--- src/rtl/uart_pkg.sv ---
// Shared UART definitions: transmitter state encoding and line idle level.
// The PARITY state exists only when UART_TX_PARITY_EN is defined.
package uart_pkg;

   localparam logic UART_IDLE_LEVEL = 1'b1;

   typedef enum logic [2:0] {
      IDLE,
      START,
      DATA,
`ifdef UART_TX_PARITY_EN
      PARITY,
`endif
      STOP
   } uart_tx_state_t;

endpackage

--- src/rtl/uart_baud_cnt.sv ---
// Modulo-DVSR bit-period counter; tick marks the last clock of each bit period.
// clear restarts the period from zero on the next edge.
module uart_baud_cnt #(
   parameter int DVSR = 868
) (
   input  logic clk,
   input  logic reset,
   input  logic clear,
   output logic tick
);

   localparam int CW = (DVSR > 2) ? $clog2(DVSR) : 1;
   localparam logic [CW-1:0] LAST = CW'(DVSR - 1);

   logic [CW-1:0] s_cnt;

   always_ff @(posedge clk) begin
      if (reset || clear) begin
         s_cnt <= '0;
      end else if (s_cnt == LAST) begin
         s_cnt <= '0;
      end else begin
         s_cnt <= s_cnt + CW'(1);
      end
   end

   assign tick = (s_cnt == LAST);

endmodule

--- src/rtl/uart_tx_fifo_drain.sv ---
// UART transmitter that pops bytes from an upstream FWFT FIFO and sends them back to back.
// Define UART_TX_PARITY_EN to add a parity bit (even, or odd with PARITY_ODD=1).
//
// state  | meaning
// IDLE   | line high; pop and latch the FIFO head when not empty
// START  | start bit, tx low for one bit period
// DATA   | data bits LSB first from the shift register
// PARITY | parity bit of the latched word (UART_TX_PARITY_EN only)
// STOP   | tx high for STOP_BITS bit periods; done tick on the last clock
module uart_tx_fifo_drain
   import uart_pkg::*;
#(
   parameter int DATA_WIDTH = 8,
   parameter int DVSR       = 868,
   parameter int STOP_BITS  = 1,
   parameter int PARITY_ODD = 0
) (
   input  logic                  clk,
   input  logic                  reset,
   input  logic                  fifo_empty,
   input  logic [DATA_WIDTH-1:0] fifo_data,
   output logic                  fifo_rd,
   output logic                  tx,
   output logic                  tx_busy,
   output logic                  tx_done_tick
);

   localparam int NW = (DATA_WIDTH > 2) ? $clog2(DATA_WIDTH) : 1;
   localparam logic [NW-1:0] LAST_BIT  = NW'(DATA_WIDTH - 1);
   localparam logic [NW-1:0] LAST_STOP = NW'(STOP_BITS - 1);

   generate
      if (DVSR < 2 || DVSR > 65535 || (STOP_BITS != 1 && STOP_BITS != 2) ||
          (PARITY_ODD != 0 && PARITY_ODD != 1) || DATA_WIDTH < 2) begin : g_bad_param
         $error("uart_tx_fifo_drain: illegal parameter combination");
      end
   endgenerate

   uart_tx_state_t        state_q, state_d;
   logic [DATA_WIDTH-1:0] shreg_q, shreg_d;
   logic [NW-1:0]         n_cnt_q, n_cnt_d;
   logic                  tx_q, tx_d;
   logic                  baud_clear, baud_tick;
   logic                  pop;

   uart_baud_cnt #(.DVSR(DVSR)) u_baud (
      .clk   (clk),
      .reset (reset),
      .clear (baud_clear),
      .tick  (baud_tick)
   );

   // reset gates the pop so a word is never taken while the FSM is being cleared
   assign pop        = (state_q == IDLE) && !fifo_empty && !reset;
   assign fifo_rd    = pop;
   assign baud_clear = (state_q == IDLE) || (state_d != state_q);

`ifdef UART_TX_PARITY_EN
   logic par_q;

   always_ff @(posedge clk) begin
      if (reset) begin
         par_q <= 1'b0;
      end else if (pop) begin
         par_q <= (^fifo_data) ^ (PARITY_ODD != 0);
      end
   end
`endif

   // tx_d is the line level for the state being entered, so tx stays registered
   always_comb begin
      state_d      = state_q;
      shreg_d      = shreg_q;
      n_cnt_d      = n_cnt_q;
      tx_d         = tx_q;
      tx_done_tick = 1'b0;
      case (state_q)
         IDLE: begin
            tx_d    = UART_IDLE_LEVEL;
            n_cnt_d = '0;
            if (pop) begin
               shreg_d = fifo_data;
               state_d = START;
               tx_d    = 1'b0;
            end
         end
         START: begin
            tx_d = 1'b0;
            if (baud_tick) begin
               state_d = DATA;
               tx_d    = shreg_q[0];
            end
         end
         DATA: begin
            tx_d = shreg_q[0];
            if (baud_tick) begin
               if (n_cnt_q == LAST_BIT) begin
                  n_cnt_d = '0;
`ifdef UART_TX_PARITY_EN
                  state_d = PARITY;
                  tx_d    = par_q;
`else
                  state_d = STOP;
                  tx_d    = UART_IDLE_LEVEL;
`endif
               end else begin
                  n_cnt_d = n_cnt_q + NW'(1);
                  shreg_d = shreg_q >> 1;
                  tx_d    = shreg_d[0];
               end
            end
         end
`ifdef UART_TX_PARITY_EN
         PARITY: begin
            tx_d = par_q;
            if (baud_tick) begin
               state_d = STOP;
               tx_d    = UART_IDLE_LEVEL;
            end
         end
`endif
         STOP: begin
            tx_d = UART_IDLE_LEVEL;
            if (baud_tick) begin
               if (n_cnt_q == LAST_STOP) begin
                  n_cnt_d      = '0;
                  state_d      = IDLE;
                  tx_done_tick = 1'b1;
               end else begin
                  n_cnt_d = n_cnt_q + NW'(1);
               end
            end
         end
         default: begin
            state_d = IDLE;
            tx_d    = UART_IDLE_LEVEL;
         end
      endcase
   end

   always_ff @(posedge clk) begin
      if (reset) begin
         state_q <= IDLE;
         shreg_q <= '0;
         n_cnt_q <= '0;
         tx_q    <= UART_IDLE_LEVEL;
      end else begin
         state_q <= state_d;
         shreg_q <= shreg_d;
         n_cnt_q <= n_cnt_d;
         tx_q    <= tx_d;
      end
   end

   assign tx      = tx_q;
   assign tx_busy = (state_q != IDLE);

endmodule
--- config.mk ---
export PLATFORM = sky130hd
export DESIGN_NAME = uart_tx_fifo_drain
export DESIGN_NICKNAME = d
export VERILOG_FILES = /design/src/rtl/uart_pkg.sv /design/src/rtl/uart_baud_cnt.sv /design/src/rtl/uart_tx_fifo_drain.sv
export SDC_FILE = /design/constraint.sdc
export NUM_CORES = 1
export LEC_CHECK = 0
export CORE_MARGIN = 2
export CORE_UTILIZATION = 55
export DETAILED_ROUTE_END_ITERATION = 10
export DONT_BUFFER_PORTS = 1
export PLACE_DENSITY_LB_ADDON = 0.25
export SYNTH_ARGS = -nofsm -noshare
export SYNTH_HDL_FRONTEND = slang
export SYNTH_HIERARCHICAL = 1
export SYNTH_SLANG_ARGS = --single-unit
--- constraint.sdc ---
create_clock -name clk -period 2.23 [get_ports clk]
set_input_delay 0.223 -clock clk [delete_from_list [all_inputs] [get_ports clk]]
set_output_delay 0.223 -clock clk [all_outputs]
set_load 0.005 [all_outputs]
==> results.toml, run 1 <==
[placed_design]
dp_slack_ns = 0.0908
place_congestion = 0.834
place_area_um2 = 1360
hpwl_um = 1780
io_buffers = 0

[clock_tree]
cts.sinks = 25
cts_root_buffer = "clkbuf_4"
h-tree-depth = 1
clk_pin_slew_ns = 0.15
cts_buffers = 3
cts_tree = "yes"
cts_buffer_depth = 2
insertion_delay_ns = 0.33

[yosys]
netlist_instances = 145
yosysWarnings = 6
synth.distinct_cells = 40
netlist_area_um2 = 1330
netlist.area_leader.share_pct = 37.6
synth_fp_nets = 160
synth_area_leaders = "dfxtp_1 38%, mux2i_1 7.5%, a211oi_2 6.6%, nor2_1 4.8%, ha_1 3.8%"
post-synth-top-count-cell = "dfxtp_1"
ys_async_sr_fraction_pct = 0
postSynthAreaPerCell_um2 = 9.18
yosysTopAreaCell = "dfxtp_1"
synth_edf_count = 0
synth_flop_cell = "dfxtp_1"
synthTopCellsByCount = "25 x dfxtp_1, 17 x nor2_1, 10 x mux2i_1"
yosysSeqAreaShare_pct = 37.6
ys_seq_elements = 25

[floorplan]
dieArea_um2 = 2830
die_w_um = 53.2
core-area_um2 = 2250
start_util_pct = 59.0
core.rowCount = 17
boundaryPins = 15
die-height_um = 53.2

[flow_run]
cap_violations = 0

[critical_path]
cpMaxStageDelayCell = "dfxtp_2"
worstPathArrival_ns = 1.86
end_kind = "output pin"
critPathTopFamily = "simple AND/OR/NAND/NOR gates"
critPathMaxFanout = 5
path_class = "flop to output pin"
crit_start = "u_baud/s_cnt[0]$_SDFF_PP0_"
max_stage_delay_ns = 0.38
path_common_cell = "nand2_1"
startpoint_type = "flop"
reg2reg_from = "n_cnt_q[0]$_SDFFE_PP0P_"
worstPathRequired_ns = 2.01
path_cells = "ha_1 > nor2b_1 > nand2_1 > nor2_2 > buf_4 > nand2_1 > nor3_2"
timing.critical_path.buf_inv = 1

[worst_hold_path]
min_path_type = "primary input to flop"
min_from = "fifo_data[7]"

[timing]
worst_slack_ns = 0.143
post-route-period-util_pct = 93.6
finalMaxSlewViolations = 0
layout_min_cycle_time_ns = 2.09
final-setup-viol-count = 0
fmaxAchievable_mhz = 479
clock_skew_ns = 0.00862
final-hold-violation-count = 0

[global_routing]
grt_max_degree = 19
grtUsageTotal_pct = 19.8
overflow = 0
grt_pass1_wl_um = 4070
antenna_found_initial = 0
grt_pass1_vias = 934

[power]
pwr_density_cell_nw_per_um2 = 510
p_leak_nw = 0.478
ir_drop_uv = 454

[finish]
fin_area_um2 = 1440
multiInputGateArea_um2 = 779
final_core_util_pct = 63.9
final_nets = 168
seq_area_um2 = 503
drive_gt1_share_pct = 23.0
syn_to_final_growth_pct = 8.18
diodes = 0
nFillCells = 201

[routing]
firstDrtPassIters = 4
vias_per_cell = 5.69
routedWlPerCell_um = 13.6
vias = 1025
drc = 0
drt-total-wl_um = 2440
drt-initial-drc-count = 25
drt.antenna.violating_nets = 0

[run_status]
outcome = "completed"
flip-flops by register name, summed over array words and instances (netlist names):
| register | count |
|---|---|
| n_cnt_q | 3 |
| shreg_q | 8 |
| state_q | 3 |
| tx | 1 |
| u_baud/s_cnt | 10 |
stage by stage:
step / setup TNS (ns) / hold WS [ns] / cells / power (mW)
final: 0 / 0.0374 / 180 / 0.734
after global routing: -0.00392 / 0.0258 / 180 / 0.767
after CTS: 0 / 0.0410 / 178 / 0.731
after detailed placement: 0 / 0.293 / 173 / 0.522
after global placement: 0 / 0.291 / 173 / 0.520
after floorplan: 0 / 0.361 / 145 / 0.520
worst reg2reg max path, stage by stage (launching register included):
cell and delay, ns:
dfxtp_2 0.36, ha_1 0.21, ha_1 0.24, mux2i_2 0.19, a21oi_1 0.09, or2_2 0.27
or2_2 0.34, o21bai_4 0.21, nor2_1 0.11
cells by family after synthesis:
group | Yosys count | share of synthesized area (%)
mux | 10 | 7.52
fa+ha+maj | 4 | 3.76
simple gates | 60 | 24.2
buf+inv | 13 | 5.73
flops | 25 | 37.6
xor+xnor | 5 | 3.29
compound gates | 27 | 17.6
other cells | 1 | 0.282
routing by layer:
metal	part of all wire [%]	GRT usage, %	routed length (um)	vias to the layer above
li1	-	-	-	529
met1	49	26.7	1190	470
met4	1.9	7.69	47	0
met2	45	31.1	1100	21
met3	4.3	3.39	106	5
met5	0	0	0	-
report_power, final:
part | internal, mW | switching [mW]
registers | 0.457 | 0.00863
clock network | 0.0687 | 0.146
logic | 0.0248 | 0.0294
total | 0.551 | 0.184
final timing paths:
path	to	slack, ns	depth (start not counted)
worst max-delay path	tx_done_tick	0.14	7
worst min-delay path	shreg_q[7]$_SDFFE_PP0P_	0.04	1
worst max register to register	u_baud/s_cnt[0]$_SDFF_PP0_	0.16	8
worst min register to register	u_baud/s_cnt[0]$_SDFF_PP0_	0.45	1
cells in the final DEF (no fill, tap or decap), types with 2 or more instances in the layout:
| cell type | n |
|---|---|
| o21ai_0 | 3 |
| nor2b_1 | 5 |
| dfxtp_2 | 2 |
| nand3_1 | 8 |
| buf_4 | 7 |
| ha_1 | 4 |
| xnor2_1 | 2 |
| mux2i_1 | 9 |
| nand2_1 | 8 |
| xor2_1 | 3 |
| inv_1 | 8 |
| a31oi_1 | 3 |
| nor3_1 | 2 |
| or2_2 | 2 |
| or3_1 | 2 |
| a211oi_2 | 7 |
| a221oi_1 | 2 |
| nor2_2 | 4 |
| and2_1 | 3 |
| clkbuf_4 | 3 |
| dfxtp_1 | 23 |
| nand4_1 | 2 |
| nor2_1 | 16 |
| a21oi_1 | 4 |
what timing repair did:
item / in CTS / in global routing
hold buffers: 1 / 0
gates resized for setup: 1 / 6
endpoints found under the hold margin: 8 / 0
setup buffers: 0 / 2
endpoints found under the setup margin: 1 / 7
cell type report:
cell class              count  area share, %
well taps                  28           2.43
flip-flops and latches     25           34.9
clock buffers               3           1.56
multi-input cells         107           54.1
clock inverters             1          0.521
inverters                   8           2.09
repair buffers              8           4.34
Note: power is estimated with default switching activity, not from simulation.
==> inputs of run 2 (changes only) <==
- ABC_CLOCK_PERIOD_IN_PS: not set -> 2230
- BUFFER_PORTS_ARGS: not set -> -buffer_cell sky130_fd_sc_hd__buf_2
- DONT_BUFFER_PORTS: 1 -> not set
==> results.toml, run 2 (synthesized netlist as in run 1, its figures left out) <==
[floorplan]
start_util_pct = 59.0
core.rowCount = 17
die_w_um = 53.2
die-height_um = 53.2
core-area_um2 = 2250
dieArea_um2 = 2830
boundaryPins = 15

[critical_path]
r2r_setup_slack_ns = 0.14
path_cells = "ha_2 > nor2b_2 > nand2_2 > nor2_4 > nor2_1 > a21oi_1 > or2_2 > or2_2 > o21bai_4 > nor2_1"
startpoint_type = "flop"
critPathMaxFanout = 8
r2r.worst_path.cells = 10
worstPathRequired_ns = 2.48
r2r_end = "u_baud/s_cnt[3]$_SDFF_PP0_"
end_kind = "flop"
max_stage_delay_ns = 0.36
reg2reg_from = "u_baud/s_cnt[0]$_SDFF_PP0_"
cpMaxStageDelayCell = "dfxtp_2"
worstPathArrival_ns = 2.34
path_class = "flop to flop"

[placed_design]
place_congestion = 0.905
place_area_um2 = 1430
hpwl_um = 1810
io_buffers = 14
dp_slack_ns = 0.0216

[power]
switching_share_pct = 23.4
p_seq_share_pct = 64.4
intPower_uw = 555
power_frac_comb_pct = 8.5
pwr-share-clk_pct = 27.0
ir_drop_uv = 386
net-switching-power_uw = 169
p_leak_nw = 0.521
pwr_density_cell_nw_per_um2 = 488

[timing]
post-route-period-util_pct = 93.9
layout_min_cycle_time_ns = 2.09
clock_skew_ns = 0.00502
worst_slack_ns = 0.136
final-hold-violation-count = 0
timing.hold.ws_ns = 0.156
finalMaxSlewViolations = 0
fmaxAchievable_mhz = 478
final-setup-viol-count = 0

[flow_run]
cap_violations = 0

[worst_hold_path]
holdPathEnd = "shreg_q[7]$_SDFFE_PP0P_"
min_from = "fifo_data[7]"
min_path_type = "primary input to flop"
whs_path_depth = 2

[clock_tree]
cts_root_buffer = "clkbuf_4"
h-tree-depth = 1
clk_pin_slew_ns = 0.13
cts_setup_buffers = 0
insertion_delay_ns = 0.30
cts.sinks = 25
holdBufCountCts = 0
cts_tree = "yes"
ctsResizeCount = 1
cts_buffer_depth = 2
cts_buffers = 3

[finish]
largest_reg_flops = 10
final_core_util_pct = 65.8
fin_area_um2 = 1480
multiInputGateArea_um2 = 783
seq_area_um2 = 502
regMostFlops = "u_baud/s_cnt"
mostFrequentLayoutCell = "dfxtp_1"
layout_common_cells = "24 x dfxtp_1, 16 x nor2_1, 14 x buf_2"
diodes = 0
reg_top3 = "u_baud/s_cnt x10, shreg_q x8"
syn_to_final_growth_pct = 11.5
final_nets = 179
nFillCells = 192
drive_gt1_share_pct = 28.2

[routing]
drt-initial-drc-count = 23
drc = 0
firstDrtPassIters = 4
vias = 1072
routedWlPerCell_um = 12.3
drt-total-wl_um = 2340
vias_per_cell = 5.61
drt.antenna.violating_nets = 0

[run_status]
outcome = "completed"

[global_routing]
grtUsageTotal_pct = 19.2
grt_max_degree = 18
grt_pass1_vias = 977
overflow = 0
antenna_found_initial = 0
grt_pass1_wl_um = 4080
==> run 2: cell types whose count changed in the layout (fill, tap and decap cells not counted), sizes merged <==
cell and delta:
clkbuf +1, clkinvlp -1, buf +12, dlygate4sd3 -1
==> run 2: final cells by class <==
cell class | count | share of cell area [%]
inverters | 8 | 2.02
clock buffers | 4 | 1.77
repair buffers | 19 | 7.25
flip-flops and latches | 25 | 33.8
multi-input cells | 107 | 52.8
well taps | 28 | 2.36
==> run 2: metrics by stage <==
stage	cells	TNS (ns)	total power, mW
5_1_grt	191	-0.0141	0.758
6_report	191	0	0.724
4_1_cts	191	0	0.730
2_1_floorplan	145	0	0.520
3_5_place_dp	187	0	0.538
3_3_place_gp	187	0	0.535
==> run 2: worst max-delay path by stage <==
stage | depth (start not counted) | start | to | slack [ns]
finish | 10 | u_baud/s_cnt[0]$_SDFF_PP0_ | u_baud/s_cnt[3]$_SDFF_PP0_ | 0.14
global route | 10 | u_baud/s_cnt[0]$_SDFF_PP0_ | u_baud/s_cnt[3]$_SDFF_PP0_ | -0.01
CTS | 10 | u_baud/s_cnt[0]$_SDFF_PP0_ | u_baud/s_cnt[3]$_SDFF_PP0_ | 0.02
detailed placement | 10 | u_baud/s_cnt[0]$_SDFF_PP0_ | u_baud/s_cnt[3]$_SDFF_PP0_ | 0.02
global placement | 10 | u_baud/s_cnt[0]$_SDFF_PP0_ | u_baud/s_cnt[2]$_SDFF_PP0_ | 0.1
floorplan | 10 | u_baud/s_cnt[0]$_SDFF_PP0_ | u_baud/s_cnt[2]$_SDFF_PP0_ | 0.22
==> run 2: worst max-delay path, delay by kind of cell (launching register included) <==
kind | cells | cell delay [ns]
fa+ha+maj | 1 | 0.20
flops | 1 | 0.36
compound gates | 2 | 0.26
simple gates | 7 | 1.22
==> run 2: per-layer routing <==
metal	track usage [%]	wire length [um]	vias up
li1	-	-	556
met1	24.7	1160	487
met2	32.5	1060	24
met3	3.39	81	5
met4	5.13	48	0
met5	0	0	-
==> run 2: power by group through the flow <==
stage	clock [mW]	sequential, mW	combinational [mW]
finish	0.196	0.467	0.0619
global route	0.220	0.468	0.0698
CTS	0.202	0.466	0.0618
detailed placement	0	0.476	0.0616
global placement	0	0.476	0.0595
floorplan	0	0.472	0.0480
